===== config.mk =====
export PLATFORM = sky130hd
export DESIGN_NAME = seq_count_param_sat
export DESIGN_NICKNAME = d
export VERILOG_FILES = /design/src/rtl/seq_count_param_sat.sv
export SDC_FILE = /design/constraint.sdc
export NUM_CORES = 1
export LEC_CHECK = 0
export CORE_MARGIN = 5
export CORE_UTILIZATION = 38
export CTS_CLUSTER_SIZE = 20
export DETAILED_ROUTE_END_ITERATION = 16
export GPL_ROUTABILITY_DRIVEN = 0
export PLACE_DENSITY = 0.85
export SETUP_SLACK_MARGIN = 0.1
export SKIP_CTS_REPAIR_TIMING = 1
export SYNTH_ARGS = -nofsm -noshare
export SYNTH_HDL_FRONTEND = slang
export SYNTH_SLANG_ARGS = --single-unit
export TNS_END_PERCENT = 10

===== constraint.sdc =====
create_clock -name clk -period 1.7 [get_ports clk]
set_input_delay 0.34 -clock clk [delete_from_list [all_inputs] [get_ports clk]]
set_output_delay 0.34 -clock clk [all_outputs]
set_load 0.05 [all_outputs]

===== src/rtl/seq_count_param_sat.sv =====
// Parametrised up/down counter with configurable bounds, variable step,
// synchronous load/clear, runtime saturate-or-wrap, boundary decodes and a
// sticky flag recording any clip or wrap. Used as a confidence, credit or
// occupancy tracker. With WIDTH=2, RESET_VAL=2, step=1 and wrap=0 it behaves
// like the classic 2-bit saturating counter (op 00 = up, 01 = down).
module seq_count_param_sat #(
   parameter int WIDTH     = 4,
   parameter int STEP_W    = 2,
   parameter int MIN_VAL   = 0,
   parameter int MAX_VAL   = 2**WIDTH - 1,
   parameter int RESET_VAL = 2**(WIDTH - 1)
) (
   input  logic              clk,
   input  logic              reset,
   input  logic              en,
   input  logic [1:0]        op,
   input  logic [STEP_W-1:0] step,
   input  logic [WIDTH-1:0]  load_val,
   input  logic              wrap,
   input  logic              sat_clr,
   output logic [WIDTH-1:0]  out,
   output logic              at_max,
   output logic              at_min,
   output logic              sat_flag
);

   // Two guard bits keep every intermediate sum, difference and bound
   // comparison free of truncation.
   localparam int AW = WIDTH + 2;

   localparam logic [AW-1:0]    MIN_A   = AW'(MIN_VAL);
   localparam logic [AW-1:0]    MAX_A   = AW'(MAX_VAL);
   localparam logic [AW-1:0]    RANGE_A = AW'(MAX_VAL - MIN_VAL + 1);
   localparam logic [AW-1:0]    ONE_A   = AW'(1);
   localparam logic [WIDTH-1:0] MIN_W   = WIDTH'(MIN_VAL);
   localparam logic [WIDTH-1:0] MAX_W   = WIDTH'(MAX_VAL);
   localparam logic [WIDTH-1:0] RST_W   = WIDTH'(RESET_VAL);

   typedef enum logic [1:0] {
      OP_INC   = 2'b00,
      OP_DEC   = 2'b01,
      OP_LOAD  = 2'b10,
      OP_CLEAR = 2'b11
   } op_e;

   op_e              op_sel;
   logic [WIDTH-1:0] count_q;
   logic             sat_q;
   logic [WIDTH-1:0] next_count;
   logic             hit;        // clip or wrap event this cycle

   logic [AW-1:0]    cur_a;
   logic [AW-1:0]    step_a;
   logic [AW-1:0]    load_a;
   logic [AW-1:0]    sum_a;
   logic [AW-1:0]    dec_lim_a;  // out - step < MIN  <=>  out < MIN + step
   logic [AW-1:0]    deficit_a;  // MIN - (out - step) - 1, valid only on underflow

   assign op_sel    = op_e'(op);
   assign cur_a     = {2'b00, count_q};
   assign step_a    = {{(AW-STEP_W){1'b0}}, step};
   assign load_a    = {2'b00, load_val};
   assign sum_a     = cur_a + step_a;
   assign dec_lim_a = MIN_A + step_a;
   assign deficit_a = dec_lim_a - cur_a - ONE_A;

   // Next-count and event decode for the selected operation.
   always_comb begin
      // NOTE: defaults first so every path assigns both outputs and no latch is inferred.
      next_count = count_q;
      hit        = 1'b0;
      case (op_sel)
         OP_INC: begin
            if (sum_a > MAX_A) begin
               hit = 1'b1;
               if (wrap) next_count = WIDTH'(MIN_A + ((sum_a - MAX_A - ONE_A) % RANGE_A));
               else      next_count = MAX_W;
            end else begin
               next_count = WIDTH'(sum_a);
            end
         end
         OP_DEC: begin
            if (cur_a < dec_lim_a) begin
               hit = 1'b1;
               if (wrap) next_count = WIDTH'(MAX_A - (deficit_a % RANGE_A));
               else      next_count = MIN_W;
            end else begin
               next_count = WIDTH'(cur_a - step_a);
            end
         end
         OP_LOAD: begin
            if (load_a > MAX_A) begin
               next_count = MAX_W;
               hit        = 1'b1;
            end else if (load_a < MIN_A) begin
               next_count = MIN_W;
               hit        = 1'b1;
            end else begin
               next_count = load_val;
            end
         end
         OP_CLEAR: next_count = MIN_W;
      endcase
   end

   // Count and sticky-flag registers; an event outranks sat_clr.
   always_ff @(posedge clk or posedge reset) begin
      // NOTE: non-blocking assignments so every register samples pre-edge values.
      if (reset) begin
         count_q <= RST_W;
         sat_q   <= 1'b0;
      end else begin
         if (en) count_q <= next_count;
         if (en && hit)    sat_q <= 1'b1;
         else if (sat_clr) sat_q <= 1'b0;
      end
   end

   assign out      = count_q;
   assign sat_flag = sat_q;
   assign at_max   = (count_q == MAX_W);
   assign at_min   = (count_q == MIN_W);

endmodule


==> results.md <==
- Area grow syn2layout: 70.2%
- GRT Total Usage: 15.5%
- Hold Fails Final Rpt: 0
- CP max-delay cell: clkdlybuf4s50_1
- Global route overflow: 0
- Sw frac: 40.3%
- Max transition margin: 74.3%
- Cell Area, Synth: 546 um^2
- Syn Area/Cell: 8.94 um^2
- Worst Setup Start Kind: input pin
- WL final: 1510 um
- Finish-stage setup viols: 5
- DRT iter0 DRCs: 4
- Worst path arrival time: 2120 ps
- Yosys reg bits: 5
- CP Cell Sequence: clkdlybuf4s50_1 -> ha_1 -> inv_1 -> fa_2 -> nor4_4 -> nor3_2 -> a221oi_2 -> a21oi_1
- Met2 global-route usage: 27.7%
- Starting Density: 40.9%
- # port buffers: 19
- Stages on worst setup path: 8
- Cells after Synth: 61
- Required time worst endpoint: 1810 ps
- Largest area contributor in the netlist: dfrtp_1
- Synth top area cells: dfrtp_1, ha_1, fa_1, dfstp_2, inv_1
- Int Power: 443 uW
- Root Driver: clkbuf_4
- Tot Pwr: 742 uW
- CP Capture Point: out[1]
- # rows: 13
- Reg2reg end: out[1]
- Boundary pin count: 20
- Initial antenna violation count: 0
- Fin crit period: 2010 ps
- Outcome: finished, violations left
- Die area: 2290 um^2
- Period utilization: 118%
- Clock buffer depth: 2
- R2r startpoint: out[0]
- Core area: 1330 um^2
- Number of remaining DRC errors: 0
- Largest net degree at the start of global routing: 12
- Global routing usage on met3: 2.26%
- Seq/Total Area, Yosys: 23.2%
- Die X: 47.9 um
- Max-slew violations: 0
- Share of cells above drive strength 1: 39.8%
- Synth warn: 0
- N_diodes: 0
- Yosys cell types: 35
- Clk_lat worst skew: 240 ps
- CTS tree: yes
- Crit. End Element: register
- Number of enable flip-flop cells after synthesis: 0
- Clk slew on worst S/H paths: 40 ps
- Asr flop ratio synth: 100%
- Via count: 572
- Worst path bufs/invs: 2
- R2R Setup Slk: -160 ps
- Clk network pwr share: 18.0%
- Least-Margin Pin Slew: 382 ps
- VDD IR-drop max: 0.509 mV
- First-pass GRT wire length: 2480 um
- Main synth FF type: dfrtp_1
- HP Class: input pin to asynchronous set/reset pin
- Max incr delay on CP: 490 ps
- Cell Pwr Density: 799 nW/um^2
- Fillcell total: 100
- Nets: 113
- GR peak layer: met2
- Highest clock rate: 498 MHz
- Syn Nets: 80
- Clk sinks: 5
- DIE HEIGHT: 47.9 um
- Wire per inst: 14.0 um
- Sw Pwr: 299 uW
- H-tree levels: 1
- Final setup margin: -307 ps
- TritonRoute pass-1 iters: 4
- Placed Area: 892 um^2
- Failing checks: setup timing
- WS Path Type: input pin to register
- MaxCap Viol Count: 0
- Cts bufs inserted: 3
- Fin area: 928 um^2
- RSZ-0062 raised after global routing: true
- Worst setup path startpoint: step[0]
- Yosys top cell area share: 18.3%
- Met1 Use GR: 17.0%
- DP HPWL: 1300 um
- WHS: 291 ps
- Sequential Power Share: 25.2%
- Number of global-route vias before repair: 609
- Crit path max fanout: 4
- Routed vias/inst: 5.30
- Power share of the combinational group: 56.9%
- Final ANT Viol Nets: 0
- Cell family with most CP delay: buffers and inverters
- Reg2reg path depth: 8
- Clk_skew: 3.83 ps
- Leak: 0.394 nW
cell families after synthesis:
logic type,synth area share (%)
compound gates,27.1
buf+inv,10.1
mux,2.06
fa+ha+maj,16.5
simple gates,21.1
flops,23.2
Yosys cell counts, types with 2 or more instances:
library cell  n
a311oi_1      2
ha_1          4
nor2_1        4
a21oi_1       5
dfrtp_1       4
nand2_1       3
inv_1         7
nor4_1        2
buf_2         2
fa_1          2
o21ai_1       2
worst min path at each step:
stage	end	cells after the start	slack [ps]	startpoint
after global routing	out[0]	2	310	reset
final	out[0]	2	290	reset
after global placement	sat_flag	2	520	sat_flag
after detailed placement	sat_flag	2	530	sat_flag
after CTS	out[0]	2	290	reset
after floorplan	out[2]	1	120	reset
layer usage:
| metal | wire length (um) | vias to the layer above |
|---|---|---|
| met3 | 83 | 4 |
| met4 | 23 | 0 |
| met1 | 624 | 267 |
| li1 | - | 287 |
| met2 | 783 | 14 |
| met5 | 0 | - |
layout by cell type (no fill, tap or decap), types with 2 or more instances in the layout:
cell,netlist,final
clkbuf_4,0,3
o21ai_1,2,2
nor4_4,1,2
a21oi_1,5,5
nor2_1,4,4
nand2_1,3,3
dfrtp_2,0,3
inv_1,7,7
clkdlybuf4s50_1,0,12
ha_1,4,4
buf_4,0,15
fa_2,0,2
buf_12,0,5
worst register-to-register path, stage by stage, from the launching register on:
cell,delay [ps]
dfrtp_2,410
inv_1,60
ha_1,150
inv_1,60
fa_2,370
nor4_4,190
nor3_2,110
a221oi_2,280
a21oi_1,100
area by class of cell:
class                           instances  area (um^2)  share of cell area, %
Multi-Input combinational cell         44          390                   42.0
Sequential cell                         5          130                   14.0
Inverter                                8         30.0                   3.23
Timing Repair Buffer                   32          333                   35.8
Clock buffer                            4         26.3                   2.83
Tap cell                               15         18.8                   2.02
power groups by stage:
stage	Clock, mW	Combinational (mW)	Sequential [mW]
after floorplan	0	0.180	0.233
after global placement	0	0.409	0.186
after detailed placement	0	0.418	0.187
after CTS	0.142	0.420	0.186
after global routing	0.144	0.456	0.193
final	0.133	0.422	0.187
registers in the layout (all words and copies together) (netlist names):
signal / flops
out: 4
sat_flag: 1
through the flow:
| stage | setup WS, ps | std cells | util, % | setup TNS [ps] |
|---|---|---|---|---|
| finish | -307 | 108 | 69.6 | -1270 |
| global route | -388 | 108 | 69.6 | -1810 |
| CTS | -317 | 108 | 68.9 | -1420 |
| detailed placement | -577 | 104 | 66.9 | -2680 |
| global placement | -512 | 104 | 66.9 | -2400 |
| floorplan | -206 | 61 | - | -993 |
(Power assumes the default switching activity.)
